[config.mk]
export PLATFORM = sky130hd
export DESIGN_NAME = sd_cmd_arbiter
export DESIGN_NICKNAME = d
export VERILOG_FILES = /design/src/rtl/sd_cmd_arbiter.sv
export SDC_FILE = /design/constraint.sdc
export NUM_CORES = 1
export LEC_CHECK = 0
export ABC_AREA = 1
export CAP_MARGIN = 0
export CORE_ASPECT_RATIO = 1.25
export CORE_MARGIN = 5
export CORE_UTILIZATION = 39
export DETAILED_ROUTE_END_ITERATION = 10
export GPL_TIMING_DRIVEN = 0
export MAX_ROUTING_LAYER = met4
export PLACE_DENSITY = 0.79
export SETUP_SLACK_MARGIN = 0.05
export SLEW_MARGIN = 10
export SYNTH_ARGS = -nofsm -noshare
export SYNTH_HDL_FRONTEND = slang
export SYNTH_SLANG_ARGS = --single-unit
[constraint.sdc]
create_clock -name clk -period 2.57 [get_ports clk]
set_input_delay 0.257 -clock clk [delete_from_list [all_inputs] [get_ports clk]]
set_output_delay 0.257 -clock clk [all_outputs]
set_load 0.02 [all_outputs]
[src/rtl/sd_cmd_arbiter.sv]
`default_nettype none
// ============================================================================
// Module   : sd_cmd_arbiter
// Purpose  : Two-requester arbiter in front of a single SD command
//            controller. A granted requester's command fields are latched
//            and issued to the controller. Its data strobes are then routed
//            back until the transfer word count is reached or the controller
//            reports an error. Ties are broken round-robin.
// Ports    : clk, rst_n         - clock, async active-low reset (sync release)
//            reqN_*             - requester N command/data handshake (N=0,1)
//            sd_cmd_*           - latched command to the controller
//            sd_dataIn*         - write-data path to the controller
//            sd_dataOut_valid   - read-word strobe from the controller
//            sd_err             - controller error
//            busy, owner        - transfer in progress, granted requester
// Revision : 1.0 - initial release
// ============================================================================
module sd_cmd_arbiter #(
  parameter int READ_WORDS = 256,
  parameter int LEN_W      = 23
) (
  input  logic             clk,
  input  logic             rst_n,
  // requester 0
  input  logic             req0_trigger,
  output logic             req0_accepted,
  input  logic             req0_write,
  input  logic [LEN_W-1:0] req0_writeLen,
  input  logic [31:0]      req0_addr,
  input  logic [15:0]      req0_dataIn,
  output logic             req0_dataIn_accepted,
  output logic             req0_dataOut_valid,
  output logic             req0_err,
  // requester 1
  input  logic             req1_trigger,
  output logic             req1_accepted,
  input  logic             req1_write,
  input  logic [LEN_W-1:0] req1_writeLen,
  input  logic [31:0]      req1_addr,
  input  logic [15:0]      req1_dataIn,
  output logic             req1_dataIn_accepted,
  output logic             req1_dataOut_valid,
  output logic             req1_err,
  // controller side
  output logic             sd_cmd_trigger,
  input  logic             sd_cmd_accepted,
  output logic             sd_cmd_write,
  output logic [LEN_W-1:0] sd_cmd_writeLen,
  output logic [31:0]      sd_cmd_addr,
  output logic [15:0]      sd_dataIn,
  input  logic             sd_dataIn_accepted,
  input  logic             sd_dataOut_valid,
  input  logic             sd_err,
  // status
  output logic             busy,
  output logic             owner
);

  localparam logic [1:0] IDLE  = 2'd0;
  localparam logic [1:0] ISSUE = 2'd1;
  localparam logic [1:0] XFER  = 2'd2;

  // Reset asserts asynchronously but is released two edges after rst_n
  // rises, so no flop sees a reset release close to an active edge.
  logic [1:0] rst_pipe;
  logic       rst_sync_n;

  always_ff @(posedge clk or negedge rst_n) begin
    if (!rst_n) begin
      rst_pipe <= 2'b00;
    end else begin
      rst_pipe <= {rst_pipe[0], 1'b1};
    end
  end

  assign rst_sync_n = rst_pipe[1];

  logic [1:0]       state;
  logic             last_grant;
  logic [LEN_W-1:0] cnt;
  logic             lat_write;
  logic [LEN_W-1:0] lat_len;
  logic [31:0]      lat_addr;

  logic             grant_valid;
  logic             grant_idx;
  logic             strobe;
  logic [LEN_W-1:0] target;
  logic [LEN_W-1:0] cnt_inc;
  logic             xfer_done;
  logic             in_issue;
  logic             in_xfer;

  assign in_issue = (state == ISSUE);
  assign in_xfer  = (state == XFER);

  // Round-robin tie break: on a tie the requester not granted last wins.
  always_comb begin
    grant_valid = req0_trigger | req1_trigger;
    if (req0_trigger && req1_trigger) begin
      grant_idx = ~last_grant;
    end else begin
      grant_idx = req1_trigger;
    end
  end

  assign strobe  = lat_write ? sd_dataIn_accepted : sd_dataOut_valid;
  assign target  = lat_write ? lat_len : LEN_W'(READ_WORDS);
  // Saturating increment: the counter never wraps.
  assign cnt_inc = (cnt == {LEN_W{1'b1}}) ? cnt : cnt + LEN_W'(1);
  // A zero-length transfer completes after its single XFER cycle.
  assign xfer_done = (target == '0) || (strobe && (cnt_inc == target));

  always_ff @(posedge clk or negedge rst_sync_n) begin
    if (!rst_sync_n) begin
      state      <= IDLE;
      owner      <= 1'b0;
      last_grant <= 1'b1;
      cnt        <= '0;
      lat_write  <= 1'b0;
      lat_len    <= '0;
      lat_addr   <= '0;
    end else begin
      case (state)
        IDLE: begin
          if (grant_valid) begin
            state      <= ISSUE;
            owner      <= grant_idx;
            last_grant <= grant_idx;
            lat_write  <= grant_idx ? req1_write    : req0_write;
            lat_len    <= grant_idx ? req1_writeLen : req0_writeLen;
            lat_addr   <= grant_idx ? req1_addr     : req0_addr;
          end
        end
        ISSUE: begin
          if (sd_err) begin
            state <= IDLE;
          end else if (sd_cmd_accepted) begin
            state <= XFER;
            cnt   <= '0;
          end
        end
        XFER: begin
          if (sd_err) begin
            state <= IDLE;
          end else begin
            if (strobe) begin
              cnt <= cnt_inc;
            end
            if (xfer_done) begin
              state <= IDLE;
            end
          end
        end
        default: state <= IDLE;
      endcase
    end
  end

  assign busy            = (state != IDLE);
  assign sd_cmd_trigger  = in_issue;
  assign sd_cmd_write    = lat_write;
  assign sd_cmd_writeLen = lat_len;
  assign sd_cmd_addr     = lat_addr;
  assign sd_dataIn       = owner ? req1_dataIn : req0_dataIn;

  // Acceptance is combinational on sd_cmd_accepted so the requester sees
  // it in the same cycle the controller does.
  assign req0_accepted = in_issue && !owner && sd_cmd_accepted;
  assign req1_accepted = in_issue &&  owner && sd_cmd_accepted;

  assign req0_dataIn_accepted = in_xfer && !owner && sd_dataIn_accepted;
  assign req1_dataIn_accepted = in_xfer &&  owner && sd_dataIn_accepted;
  assign req0_dataOut_valid   = in_xfer && !owner && sd_dataOut_valid;
  assign req1_dataOut_valid   = in_xfer &&  owner && sd_dataOut_valid;

  // The error pulse lasts one cycle because the same edge returns to IDLE.
  assign req0_err = busy && !owner && sd_err;
  assign req1_err = busy &&  owner && sd_err;

endmodule
`default_nettype wire

==> results.md, run 1 <==
* Residual DRC at 0
* Worst hold path class: input pin to asynchronous set/reset pin
* Compound-gate portion of the synthesized area at 10.1%
* Hpwl dp at 16800 um
* Detailed Route Iter0 Violations at 361
* Synth Area in XOR/XNOR at 1.80%
* Proportion of synthesized area in mux cells at 0%
* Cell taking the most area after synthesis: dfrtp_1
* Die span in y at 141 um
* VDD IR max at 0.000604 V
* Syn Nets at 960
* Internal at 4550 uW
* Top Family by Delay on Critical Path: simple AND/OR/NAND/NOR gates
* Final RePlAce weighted congestion at 0.965
* Netlist Area Pre-Place at 0.00535 mm^2
* Vias in the first global route at 6300
* Core Util, Final at 63.0%
* # IOs at 235
* Per-cell routed wire length at 17.2 um
* Ys flop type: dfrtp_1
* Worst-Skew Late Latency at 350 ps
* #FFs+latches synth at 85
* Critical Path Fanout Max at 10
* First-pass GRT wire length at 32400 um
* Number of enable flip-flop cells after synthesis at 0
* RSZ-0062 raised after global routing: yes
* CP max stage cell: dfrtp_2
* Area share of the leading cell type in the synthesized netlist at 39.3%
* Worst-path cell chain: ha_4 -> nand2_2 -> nor2_4 -> nand2_4 -> nor2_8 -> nand2_8 -> buf_6 -> nand2_2 -> o21ai_1 -> nand2_1 -> nand2_1 -> nor2_2 -> nand2_1 -> nor2_1 -> nand2_1 -> nand2_1 -> nand2_1 -> nand2_2 -> nand2_1 -> nand2_1 -> nand2_1
* Worst r2r dst: state[1]
* Initial Util at 40.1%
* Worst slew pin tran at 647 ps
* Clock net sink count at 85
* Worst path max stage delay at 410 ps
* Startpoint Class: flip-flop
* Synth Area in Adders at 0.935%
* Power Dens Cells at 1010 mW/mm^2
* Fmax at 0.411 GHz
* YS warnings at 0
* Synth area leaders: dfrtp_1, nand2_1, nor2_1
* CTS Hold Bufs at 0
* Slew Limit Fails at 0
* Sw frac at 46.7%
* Relative slew slack at 56.5%
* IO buf count at 234
* Cell variety after synth at 32
* Hold Violations, Final at 0
* 1st-pass router iterations at 7
* Critical path data required time at 2800 ps
* Remaining Overflow, GRT at 0
* Share of layout cells above drive strength 1 at 6.59%
* Sequential share of the synthesized area at 39.8%
* Total Die Area at 0.0162 mm^2
* Status: complete, no violations
* Sequential share of power at 26.2%
* Ant. Diodes at 0
* Avg Cell Area, Syn at 6.66 um^2
* Critical path class: flip-flop to flip-flop
* Final worst path period share at 94.6%
* Area delta synth->final at 57.0%
* R2r setup slk at 140 ps
* Most common cell after layout, fill and taps aside: nand2_1
* Share of flip-flops with an asynchronous set or reset at 100%
* Clock Skew at 7.05 ps
* Mapped Cells at 804
* Post-Route WL at 21200 um
* Crit end category: flip-flop
* Worst Reg-to-Reg Cells at 21
* Tmin final at 2430 ps
* H-tree levels at 3
* Num CTS Buffers at 9
* Critical R2R Launch: cnt[0]
* Placed Cells at 1210
* Clk root buf: clkbuf_16
* Clk buf depth at 2
* Comb power frac at 58.7%
* # rows at 47
* Vias post-DR at 6288
* Max-Cap Viols at 0
* Setup violators final at 0
* Simple-Gate Fraction of Synth Area at 40.2%
* CTS tree: built
* Tot GR Track Use at 26.3%
* Clock network power share at 15.1%
* DRT antenna net count at 0
* Initial antenna violation count at 0
* Crit path buffers/inverters at 1
* Combinational family with the most area after synthesis: simple AND/OR/NAND/NOR gates
* Core ar. at 0.0133 mm^2
* Vias per cell at 5.10
* Non-filler cells, final at 1234
* Crit path DAT at 2670 ps
* Pin count of the biggest net entering global routing at 56
* Psw at 3980 uW
* Commonest cells after routing, fill and taps aside: nand2_1, clkdlybuf4s50_1, nor2_1, dfrtp_1, nand3_1
* Die Span X at 115 um
* Most used cell, CP: nand2_1
* Lkg Pwr at 0.00380 uW
* Clock slew at reported path FFs at 70 ps
* Final net count at 1214
## cell usage after synthesis, types with 5 or more instances
master,n
dfrtp_1,84
nor3_1,8
nor2_1,95
nand3_1,60
nand3b_1,7
nand2_1,308
nand4_1,16
a31oi_1,55
nand2_2,5
xor2_1,9
o21ai_0,31
clkbuf_1,33
inv_1,57
## power groups by stage
stage | Combinational, uW | Sequential (uW) | Clock [uW]
2_1_floorplan | 2120 | 2740 | 0
3_3_place_gp | 4880 | 2250 | 0
3_5_place_dp | 4930 | 2250 | 0
4_1_cts | 4980 | 2230 | 1300
5_1_grt | 5390 | 2290 | 1350
6_report | 5010 | 2230 | 1280
## state kept, by name (all words and copies together), names as in the netlist
signal	flops
sd_cmd_writeLen	23
last_grant	1
sd_cmd_addr	32
rst_pipe	2
owner	1
cnt	23
state	2
sd_cmd_write	1
## per-layer routing
metal	GRT usage [%]	wire length, um
met1	30.0	7940
met2	46.2	11200
met3	4.16	1320
met4	9.77	676
met5	-	0
## area by class of cell
type,count,area [um^2]
clock inverters,7,66.3
well taps,171,214
inverters,58,218
repair buffers,243,2440
multi-input cells,620,2920
fillers,1243,4940
flip-flops and latches,85,2140
plain buffers,41,189
clock buffers,9,225
## through the flow
stage | total power, uW | TNS, ps | hold slack (ps) | cell area, um^2 | setup slack [ps]
after CTS | 8520 | 0 | 59.7 | 8290 | 51.1
after global placement | 7130 | -725 | 335 | 7910 | -220
after global routing | 9030 | 0 | 59.8 | 8400 | 11.7
after floorplan | 4860 | 0 | -38.6 | 5350 | 337
after detailed placement | 7180 | -1230 | 276 | 7940 | -245
final | 8530 | 0 | 62.6 | 8400 | 140
## worst max-delay path by stage
stage | endpoint | startpoint | cells past startpoint | slack [ps]
finish | state[1] | cnt[0] | 21 | 140
global route | state[0] | cnt[8] | 20 | 10
CTS | state[1] | cnt[8] | 20 | 50
detailed placement | state[1] | cnt[0] | 19 | -250
global placement | state[0] | cnt[0] | 19 | -220
floorplan | state[0] | cnt[0] | 21 | 340
## timing repair
action | in CTS | in global routing
endpoints found under the setup margin | 61 | 78
gates resized for setup | 8 | 35
pin swaps | 2 | 4
setup buffers | 4 | 4
## cells by family (layout without fill, tap and decap cells)
kind of cell / count (synthesis) / after routing
simple gates: 511 / 511
other cells: 1 / 1
flops: 85 / 85
fa+ha+maj: 4 / 4
compound gates: 93 / 93
buf+inv: 99 / 358
xor+xnor: 11 / 11
No activity file was read; power rests on OpenSTA's default activity.
==> run 2, diff against run 1 <==
ABC_AREA = 0   (was 1)
==> run 2 against run 1 <==
  * The run now ends with negative setup slack left
  * Routed wire length shrank 3.5%
  * Count of clock-buffer cells in the layout grew 2
  * Highest routed layer unchanged
  * Non-clock buffer count grew 11
  * Setup slack lost 330 ps
==> results.md, run 2 <==
* Mapped Cells at 604 (-25%)
* Synth Area in XOR/XNOR at 4.13% (+2.3 points)
* Num CTS Buffers at 9 (unchanged)
* Share of layout cells above drive strength 1 at 14.0% (+7.4 points)
* Cell taking the most area after synthesis: dfrtp_1
* Pin count of the biggest net entering global routing at 61 (+8.9%)
* Crit path DAT at 2980 ps (+310 ps)
* Critical path class: flip-flop to flip-flop
* Combinational family with the most area after synthesis: simple AND/OR/NAND/NOR gates
* CP Launch Point: cnt[1]
* Worst hold slack at 77.2 ps (+14.6 ps)
* Hpwl dp at 15900 um (-5.1%)
* Cell area after layout at 0.00874 mm^2 (+4.0%)
* Clock slew at reported path FFs at 70 ps (about the same)
* Setup violators final at 2 (+2)
* #FFs+latches synth at 85 (unchanged)
* Lkg Pwr at 0.00360 uW (-5.3%)
* Worst hold path class: input pin to asynchronous set/reset pin
* R2r setup slk at -190 ps (-330 ps)
* Detailed Route Iter0 Violations at 272 (-25%)
* Ant. Diodes at 0 (unchanged)
* Per-cell routed wire length at 19.5 um (+14%)
* 1st-pass router iterations at 5 (-2)
* Critical Path Fanout Max at 6 (-4)
* Tot GR Track Use at 24.6% (-1.7 points)
* Initial Util at 39.7% (-0.40 points)
* Fmax at 0.362 GHz (-12%)
* Simple-Gate Fraction of Synth Area at 19.7% (-20 points)
* Die span in y at 142 um (+0.92%)
* H-tree levels at 3 (unchanged)
* Final RePlAce weighted congestion at 0.942 (-2.4%)
* Critical path data required time at 2790 ps (about the same)
* Tmin final at 2760 ps (+329 ps)
* Remaining Overflow, GRT at 0 (unchanged)
* Synth area leaders: dfrtp_1, mux2i_1, o21ai_0
* Status: finished, violations left
* Dpl cell area at 0.00806 mm^2 (+1.6%)
* Worst-Skew Late Latency at 350 ps (about the same)
* Most common cell after layout, fill and taps aside: clkdlybuf4s50_1
* Synth top cells by count: nand2_1, dfrtp_1, o21ai_0, mux2i_1, a21oi_1
* Slew Limit Fails at 0 (unchanged)
* Final net count at 1023 (-16%)
* Max-Cap Viols at 0 (unchanged)
* Post-Route WL at 20400 um (-3.5%)
* # IOs at 235 (unchanged)
* Residual DRC at 0 (unchanged)
* Max reg flops at 32 (unchanged)
* Cell variety after synth at 70 (+120%)
* Critical R2R Launch: cnt[1]
* CTS tree: built
* IO buf count at 234 (unchanged)
* VDD IR max at 0.000634 V (+4.9%)
* Clk root buf: clkbuf_16
* Clock net sink count at 85 (unchanged)
* Initial antenna violation count at 0 (unchanged)
* Share of flip-flops with an asynchronous set or reset at 100% (unchanged)
* Worst Reg-to-Reg Cells at 10 (-52%)
* Final worst path period share at 107% (+13 points)
* Crit end category: flip-flop
* Startpoint Class: flip-flop
* Hold Violations, Final at 0 (unchanged)
* Total Die Area at 0.0165 mm^2 (+1.8%)
* Worst setup margin at -190 ps (-329 ps)
* DRT antenna net count at 0 (unchanged)
* Area delta synth->final at 60.1%
* RSZ-0062 raised after global routing: yes
* # rows at 48 (+2.1%)
* Clock Skew at 9.71 ps (+2.66 ps)
* Proportion of synthesized area in mux cells at 14.4% (+14 points)
* Vias per cell at 5.55 (+9.0%)
* Area share of the leading cell type in the synthesized netlist at 38.5% (-0.77 points)
* Vias post-DR at 5814 (-7.5%)
* Compound-gate portion of the synthesized area at 16.7% (+6.6 points)
* YS warnings at 0 (unchanged)
* Worst r2r dst: state[0]
* Syn Nets at 760 (-21%)
* Power Dens Cells at 941 mW/mm^2 (-7.3%)
* Failing checks: negative setup slack
* Core ar. at 0.0138 mm^2 (+3.0%)
* Commonest cells after routing, fill and taps aside: clkdlybuf4s50_1, nand2_1, dfrtp_1, o21ai_0, mux2i_1
* Ys flop type: dfrtp_1
* Sequential share of the synthesized area at 39.0% (-0.77 points)
* Synth Area in Adders at 0.917% (-0.018 points)
* Number of enable flip-flop cells after synthesis at 0 (unchanged)
* Vias in the first global route at 5630 (-11%)
* Netlist Area Pre-Place at 0.00546 mm^2 (+2.0%)
* Setup crit end: state[0]
* Avg Cell Area, Syn at 9.04 um^2 (+36%)
* Die Span X at 116 um (+0.90%)
* Relative slew slack at 45.8% (-11 points)
* Worst slew pin tran at 805 ps (+158 ps)
* Dpl ws at -612 ps (-367 ps)
* Top-count cell post-synth: nand2_1
* First-pass GRT wire length at 30300 um (-6.5%)
* Clk buf depth at 2 (unchanged)
==> run 2: cell types whose count changed in the layout (fill, tap and decap cells not counted), sizes merged, moves of 14 or more <==
| cell | delta |
|---|---|
| mux2i | +57 |
| nand2 | -219 |
| nand3 | -35 |
| buf | +18 |
| xnor2 | +14 |
| o21ai | +42 |
| a21oi | +24 |
| a31oi | -49 |
| inv | -50 |
| nor2 | -76 |
| mux2 | +19 |
==> run 2: how the worst min path moves through the flow <==
| stage | from | to | slack [ps] | cells past startpoint |
|---|---|---|---|---|
| global placement | rst_pipe[0] | rst_pipe[1] | 330 | 0 |
| global route | rst_n | rst_pipe[1] | 80 | 1 |
| CTS | rst_n | rst_pipe[1] | 70 | 1 |
| floorplan | rst_n | rst_pipe[0] | -40 | 0 |
| finish | rst_n | rst_pipe[1] | 80 | 1 |
| detailed placement | rst_pipe[1] | sd_cmd_addr[31] | 240 | 0 |
==> run 2: metal layers <==
layer	wire (um)	GRT usage, %	part of all wire, %
met1	7860	29.5	38
met2	10500	41.3	51
met3	1390	3.70	6.8
met4	694	10.1	3.4
met5	0	-	0
==> run 2: through the flow <==
stage / utilization (%) / TNS, ps / cells / power, uW
floorplan: - / 0 / 604 / 4630
global placement: 58.4 / -13190 / 1013 / 6730
detailed placement: 58.6 / -13470 / 1014 / 6780
CTS: 62.3 / -136 / 1040 / 8200
global route: 63.5 / -451 / 1047 / 8660
finish: 63.5 / -346 / 1047 / 8220
==> run 2: area by class of cell <==
cell class | instances | area (um^2)
Clock inverter | 5 | 66.3
Sequential cell | 85 | 2140
Buffer | 43 | 280
Inverter | 9 | 33.8
Fill cell | 1137 | 5020
Tap cell | 175 | 219
Timing Repair Buffer | 252 | 2500
Clock buffer | 11 | 243
Multi-Input combinational cell | 467 | 3250
==> run 2: where the power goes <==
part / leakage (uW) / internal [uW] / switching [uW] / total (uW)
Clock: 0.000149 / 795 / 577 / 1370
Combinational: 0.00238 / 2020 / 2500 / 4530
Sequential: 0.00107 / 1820 / 498 / 2320
==> run 2: kinds of logic (layout without fill, tap and decap cells) <==
kind of cell / Yosys count / after routing
AO/OA/AOI/OAI: 152 / 152
XOR/XNOR: 24 / 24
adder cells (fa/ha/maj): 4 / 4
buffers and inverters: 52 / 320
flip-flops: 85 / 85
multiplexers: 76 / 76
other: 1 / 1
AND/OR/NAND/NOR: 210 / 210
==> run 2: repair_timing <==
action                                  CTS  global route
pin swaps                                15             9
hold buffers                              0             0
gates resized for setup                  34            36
endpoints found under the setup margin   51            17
gates cloned                              0             0
setup buffers                            10             7
==> run 2: critical path, cell delays in order, from the launching register on <==
cell     delay [ps]
dfrtp_2         380
buf_4           150
and4_4          300
nand4_1         130
xor2_1          240
nand2_1         130
or3_1           380
a31oi_1         180
nand4_1         240
and2_0          210
o311a_1         280
